--- src/rtl/branch_pred_unit.sv ---
// branch_pred_unit: direct-mapped branch target buffer with per-entry
// saturating direction counters. The fetch side gets a 0-cycle combinational
// prediction. The execute side trains the table, flags mispredictions and
// supplies the corrected next PC. Two saturating counters keep statistics.
module branch_pred_unit #(
    parameter int ADDR     = 32,
    parameter int ENTRIES  = 64,
    parameter int CTR_BITS = 2,
    parameter int STAT_W   = 16
) (
    input  logic              clk,
    input  logic              rstn,
    // fetch-side lookup
    input  logic [ADDR-1:0]   f_pc,
    output logic              f_hit,
    output logic              f_taken,
    output logic [ADDR-1:0]   f_next_pc,
    // execute-side resolution
    input  logic              e_valid,
    input  logic [ADDR-1:0]   e_pc,
    input  logic              e_jump,
    input  logic              e_taken,
    input  logic [ADDR-1:0]   e_target,
    input  logic              e_pred_taken,
    input  logic [ADDR-1:0]   e_pred_target,
    output logic              e_mispredict,
    output logic [ADDR-1:0]   e_redirect_pc,
    // maintenance and statistics
    input  logic              flush_all,
    output logic [STAT_W-1:0] stat_ctrl,
    output logic [STAT_W-1:0] stat_miss
);

    localparam int IDX   = $clog2(ENTRIES);
    localparam int TAG_W = ADDR - IDX - 2;

    localparam logic [CTR_BITS-1:0] CTR_ONE  = 1;
    localparam logic [CTR_BITS-1:0] CTR_MAX  = '1;
    // Weakly taken has only the MSB set; weakly not-taken sits one below it.
    localparam logic [CTR_BITS-1:0] CTR_WT   = CTR_ONE << (CTR_BITS - 1);
    localparam logic [CTR_BITS-1:0] CTR_WNT  = CTR_WT - CTR_ONE;
    localparam logic [STAT_W-1:0]   STAT_ONE = 1;
    localparam logic [STAT_W-1:0]   STAT_MAX = '1;

    // Table storage. Kept in registers because the lookup must be
    // combinational and a reset must clear every entry at once.
    logic                r_valid  [ENTRIES];
    logic [TAG_W-1:0]    r_tag    [ENTRIES];
    logic [ADDR-1:0]     r_target [ENTRIES];
    logic                r_jump   [ENTRIES];
    logic [CTR_BITS-1:0] r_ctr    [ENTRIES];

    logic [STAT_W-1:0]   r_stat_ctrl;
    logic [STAT_W-1:0]   r_stat_miss;

    logic [IDX-1:0]      w_f_idx;
    logic [TAG_W-1:0]    w_f_tag;
    logic [IDX-1:0]      w_e_idx;
    logic [TAG_W-1:0]    w_e_tag;
    logic                w_e_hit;
    logic                w_act_taken;

    logic                w_wr_en;
    logic [ADDR-1:0]     w_wr_target;
    logic                w_wr_jump;
    logic [CTR_BITS-1:0] w_wr_ctr;

    assign w_f_idx = f_pc[IDX+1:2];
    assign w_f_tag = f_pc[ADDR-1:IDX+2];
    assign w_e_idx = e_pc[IDX+1:2];
    assign w_e_tag = e_pc[ADDR-1:IDX+2];

    // Fetch lookup reads the current contents. A same-cycle write
    // therefore becomes visible only from the next cycle on.
    assign f_hit     = r_valid[w_f_idx] && (r_tag[w_f_idx] == w_f_tag);
    assign f_taken   = f_hit && (r_jump[w_f_idx] || r_ctr[w_f_idx][CTR_BITS-1]);
    assign f_next_pc = f_taken ? r_target[w_f_idx] : f_pc + ADDR'(4);

    // Resolution: a jump is always taken, whatever e_taken says.
    assign w_act_taken   = e_jump | e_taken;
    assign w_e_hit       = r_valid[w_e_idx] && (r_tag[w_e_idx] == w_e_tag);
    assign e_mispredict  = e_valid && ((w_act_taken != e_pred_taken) ||
                                       (w_act_taken && (e_target != e_pred_target)));
    assign e_redirect_pc = w_act_taken ? e_target : e_pc + ADDR'(4);

    assign stat_ctrl = r_stat_ctrl;
    assign stat_miss = r_stat_miss;

    // Work out the new contents of the entry selected by e_pc.
    // Fields that are not rewritten keep their old value.
    always_comb begin
        w_wr_en     = 1'b0;
        w_wr_target = r_target[w_e_idx];
        w_wr_jump   = r_jump[w_e_idx];
        w_wr_ctr    = r_ctr[w_e_idx];
        if (e_valid) begin
            if (w_e_hit) begin
                w_wr_en = 1'b1;
                if (e_jump) begin
                    w_wr_target = e_target;
                    w_wr_jump   = 1'b1;
                end else if (r_jump[w_e_idx]) begin
                    // Entry learned as a jump now behaves as a branch:
                    // restart the counter at the weak state of this outcome.
                    w_wr_jump = 1'b0;
                    w_wr_ctr  = e_taken ? CTR_WT : CTR_WNT;
                    if (e_taken) begin
                        w_wr_target = e_target;
                    end
                end else if (e_taken) begin
                    w_wr_target = e_target;
                    if (r_ctr[w_e_idx] != CTR_MAX) begin
                        w_wr_ctr = r_ctr[w_e_idx] + CTR_ONE;
                    end
                end else if (r_ctr[w_e_idx] != '0) begin
                    w_wr_ctr = r_ctr[w_e_idx] - CTR_ONE;
                end
            end else if (w_act_taken) begin
                // Allocate or replace only on taken control flow.
                // A not-taken branch that misses leaves the table alone.
                w_wr_en     = 1'b1;
                w_wr_target = e_target;
                w_wr_jump   = e_jump;
                if (!e_jump) begin
                    w_wr_ctr = CTR_WT;
                end
            end
        end
    end

    // Table update: reset beats flush, and flush beats a training write.
    always_ff @(posedge clk) begin
        if (!rstn) begin
            for (int i = 0; i < ENTRIES; i++) begin
                r_valid[i] <= 1'b0;
                r_ctr[i]   <= '0;
            end
        end else if (flush_all) begin
            for (int i = 0; i < ENTRIES; i++) begin
                r_valid[i] <= 1'b0;
            end
        end else if (w_wr_en) begin
            r_valid[w_e_idx]  <= 1'b1;
            r_tag[w_e_idx]    <= w_e_tag;
            r_target[w_e_idx] <= w_wr_target;
            r_jump[w_e_idx]   <= w_wr_jump;
            r_ctr[w_e_idx]    <= w_wr_ctr;
        end
    end

    // Saturating statistics. Flush does not touch them; only reset clears them.
    always_ff @(posedge clk) begin
        if (!rstn) begin
            r_stat_ctrl <= '0;
            r_stat_miss <= '0;
        end else begin
            if (e_valid && (r_stat_ctrl != STAT_MAX)) begin
                r_stat_ctrl <= r_stat_ctrl + STAT_ONE;
            end
            if (e_mispredict && (r_stat_miss != STAT_MAX)) begin
                r_stat_miss <= r_stat_miss + STAT_ONE;
            end
        end
    end

endmodule
--- config.mk ---
export PLATFORM = sky130hd
export DESIGN_NAME = branch_pred_unit
export DESIGN_NICKNAME = d
export VERILOG_FILES = /design/src/rtl/branch_pred_unit.sv
export SDC_FILE = /design/constraint.sdc
export NUM_CORES = 2
export LEC_CHECK = 0
export BUFFER_PORTS_ARGS = -buffer_cell sky130_fd_sc_hd__buf_2
export CAP_MARGIN = 10
export CORE_ASPECT_RATIO = 1.1
export CORE_MARGIN = 3
export CORE_UTILIZATION = 40
export CTS_CLUSTER_SIZE = 14
export DETAILED_ROUTE_END_ITERATION = 12
export SETUP_SLACK_MARGIN = 0.2
export SLEW_MARGIN = 0
export SYNTH_ARGS = -nofsm -noshare
export SYNTH_HDL_FRONTEND = slang
export SYNTH_SLANG_ARGS = --single-unit
--- constraint.sdc ---
create_clock -name clk -period 9.1 [get_ports clk]
set_clock_uncertainty 0.15 [all_clocks]
set_input_delay 0 -clock clk [delete_from_list [all_inputs] [get_ports clk]]
set_output_delay 0 -clock clk [all_outputs]
set_load 0.01 [all_outputs]
==> results_dict.tcl <==
set metrics [dict create \
    clk_pin_slew_ps 60 \
    vias 102000 \
    yosys.area.top_type "edfxtp_1" \
    final_util_pct 46.1 \
    die_area_um2 423000 \
    crit_buf_inv 3 \
    gr-total-overflow 0 \
    placed_area_um2 176000 \
    drc 0 \
    via_per_inst 6.65 \
    reg2reg_from "r_tag[58][0]" \
    die_w_um 621 \
    path_max_fanout 64 \
    clock_path_buffers 4 \
    synthesis.area_um2 166000 \
    drtAntennaViolNets 0 \
    core_area_um2 413000 \
    start_util_pct 40.3 \
    syn_avg_cell_area_um2 18.6 \
    critical_path_required_ps 8950 \
    fin_hold_ws_ps 41.0 \
    cpLargestDelayFamily "simple AND/OR/NAND/NOR gates" \
    synth_top_area_share_pct 68.2 \
    ys.flop_type "edfxtp_1" \
    period_share_pct 77.5 \
    syn-instance-count 8925 \
    fmax_mhz 142 \
    synth-edff-count 3776 \
    maxSlewHeadroom_pct 4.23 \
    ios 234 \
    syn2layout_area_growth_pct 14.4 \
    clk_latency_ps 1010 \
    cts_tree "yes" \
    grt_pass1_wl_um 881000 \
    globalplace.congestion 1.02 \
    grt_use_total_pct 30.6 \
    worst_slew_pin_slew_ps 1440 \
    worstHoldStart "e_pc[20]" \
    power_uw 39500 \
    cts_made_buffers 411 \
    die-height_um 682 \
    synth_warnings 0 \
    finalSetupTns_ps 0 \
    firstDrtPassIters 6 \
    crit_type "in -> out" \
    min_period_ps 7050 \
    fin_nets 9593 \
    setup_viol 0 \
    maxCapViolCount 0 \
    antenna_found_initial 85 \
    ys_seq_area_share_pct 69.4 \
    startpoint "e_pc[3]" \
    grt_pass1_vias 98700 \
    end_kind "output pin" \
    synth.distinct_cells 88 \
    status "finished, final reports clean" \
    htree_levels 5 \
    wl_per_cell_um 42.9 \
    crit_arrival_ps 6900 \
    path_common_cell "and3_1" \
    crit_slowest_cell "nor3_1" \
    clockRootBuffer "clkbuf_16" \
    synth-async-reset-ratio_pct 0 \
    ys_ff_latch 3872 \
    power.leakage_uw 0.0609 \
    fill_cells 34800 \
    syn_nets 9064 \
    dp_hpwl_um 426000 \
    first_iter_violations 16600 \
    p_per_area_nw_per_um2 208 \
    drive_above_1_share_pct 28.1 \
    final-max-slew-violation-count 0 \
    rows 247 \
    synth_area_leaders "edfxtp_1, mux4_2, mux2i_1" \
    rsz0062_at_grt "false" \
    cts_setup_buffers 0 \
    path_cells "buf_8, and2_4, buf_4, nand2_2, nor3_1, and3_1, and3_1, nor2b_1, nand3_1, xor2_1, o21ai_1, buf_2" \
    finalHoldViolCount 0 \
    slowest_delay_ps 1070 \
    start_kind "input port" \
    final_area_um2 190000 \
    portBuffers 233 \
    vdd_ir_drop_max_mv 0.180 \
    clock_sinks 3872 \
    grt_max_degree 108 \
    routed_wl_um 657000 \
    worstHoldPathType "in -> reg" \
]
==> cells in the final DEF, fill, tap and decap left out, drive strengths merged, types with 112 or more instances in the layout <==
master | synthesis | final
buf | 361 | 678
mux2 | 130 | 130
a221oi | 174 | 174
o22ai | 112 | 112
clkbuf | 291 | 515
nand2 | 482 | 482
mux4 | 1149 | 1149
a22oi | 128 | 128
nor2 | 330 | 330
mux2i | 383 | 383
o21ai | 152 | 152
edfxtp | 3776 | 3776
clkinv | 3 | 175
inv | 113 | 132
a21oi | 168 | 168
==> worst paths after layout <==
check | to | slack, ps | cells past startpoint
min | r_tag[29][12] | 40 | 3
max | e_redirect_pc[31] | 2050 | 12
max reg2reg | r_tag[25][14] | 2780 | 11
min reg2reg | r_valid[27] | 310 | 2
==> power breakdown <==
part	total (uW)	switching (uW)	leakage, uW	internal (uW)
Combinational	3270	2250	0.0196	1010
Sequential	19600	26.5	0.0349	19600
Clock	16600	7210	0.00639	9420
Total	39500	9490	0.0609	30100
==> metal layers <==
metal | GRT usage, % | wire length [um] | vias up | share of wire, %
met2 | 46.8 | 298000 | 7559 | 45
met5 | 0.608 | 257 | - | 0.039
li1 | - | - | 38500 | -
met1 | 39.1 | 235000 | 54300 | 36
met3 | 7.23 | 71400 | 1601 | 11
met4 | 20.1 | 52800 | 40 | 8.0
==> cell type report <==
type                       instances  area, um2  share of cell area [%]
clock buffer                     514      10800                    5.67
timing repair buffer             768       6040                    3.18
tap                             5478       6850                    3.60
antenna                           57        143                  0.0750
multi-input combinational       4285      48100                    25.3
sequential                      3872     115000                    60.6
clock inverter                   239       2400                    1.26
inverter                         116        454                   0.239
==> state kept, by name, indices dropped and copies added (netlist names) <==
register and cells:
stat_miss 16, r_jump 64, r_tag 1536, r_target 2048, r_valid 64, stat_ctrl 16, r_ctr 128
==> cell usage after synthesis, types with 92 or more instances <==
cell type / n
a21oi_1: 168
mux2_2: 130
dfxtp_1: 96
o22ai_1: 112
mux4_2: 1149
edfxtp_1: 3776
nor2_1: 323
nand2_1: 482
mux2i_1: 383
inv_1: 110
a221oi_1: 173
a22oi_1: 128
buf_1: 99
buf_2: 162
nand3_1: 92
clkbuf_1: 291
o21ai_0: 143
==> stage by stage <==
stage / std cells / setup WS [ps]
after floorplan: 8925 / 4150
after global placement: 14400 / 604
after detailed placement: 14400 / 1840
after CTS: 15300 / 2570
after global routing: 15300 / 2160
final: 15300 / 2050
==> cells by family after synthesis <==
group                    after synthesis  share of synthesized area [%]
flip-flops                          3872                           69.4
adder cells (fa/ha/maj)                4                         0.0301
multiplexers                        1662                           18.8
AND/OR/NAND/NOR                     1255                           3.54
XOR/XNOR                             152                          0.801
buffers and inverters                768                           2.19
AO/OA/AOI/OAI                       1212                           5.30
==> tightest hold or removal path, delay by kind of cell <==
family   cells  cell delay [ps]
buf+inv      3              900
==> timing repair <==
action	in CTS	in global routing
resized for setup	0	0
hold endpoints to repair	3653	0
hold buffers	89	0
(Power assumes the default switching activity.)
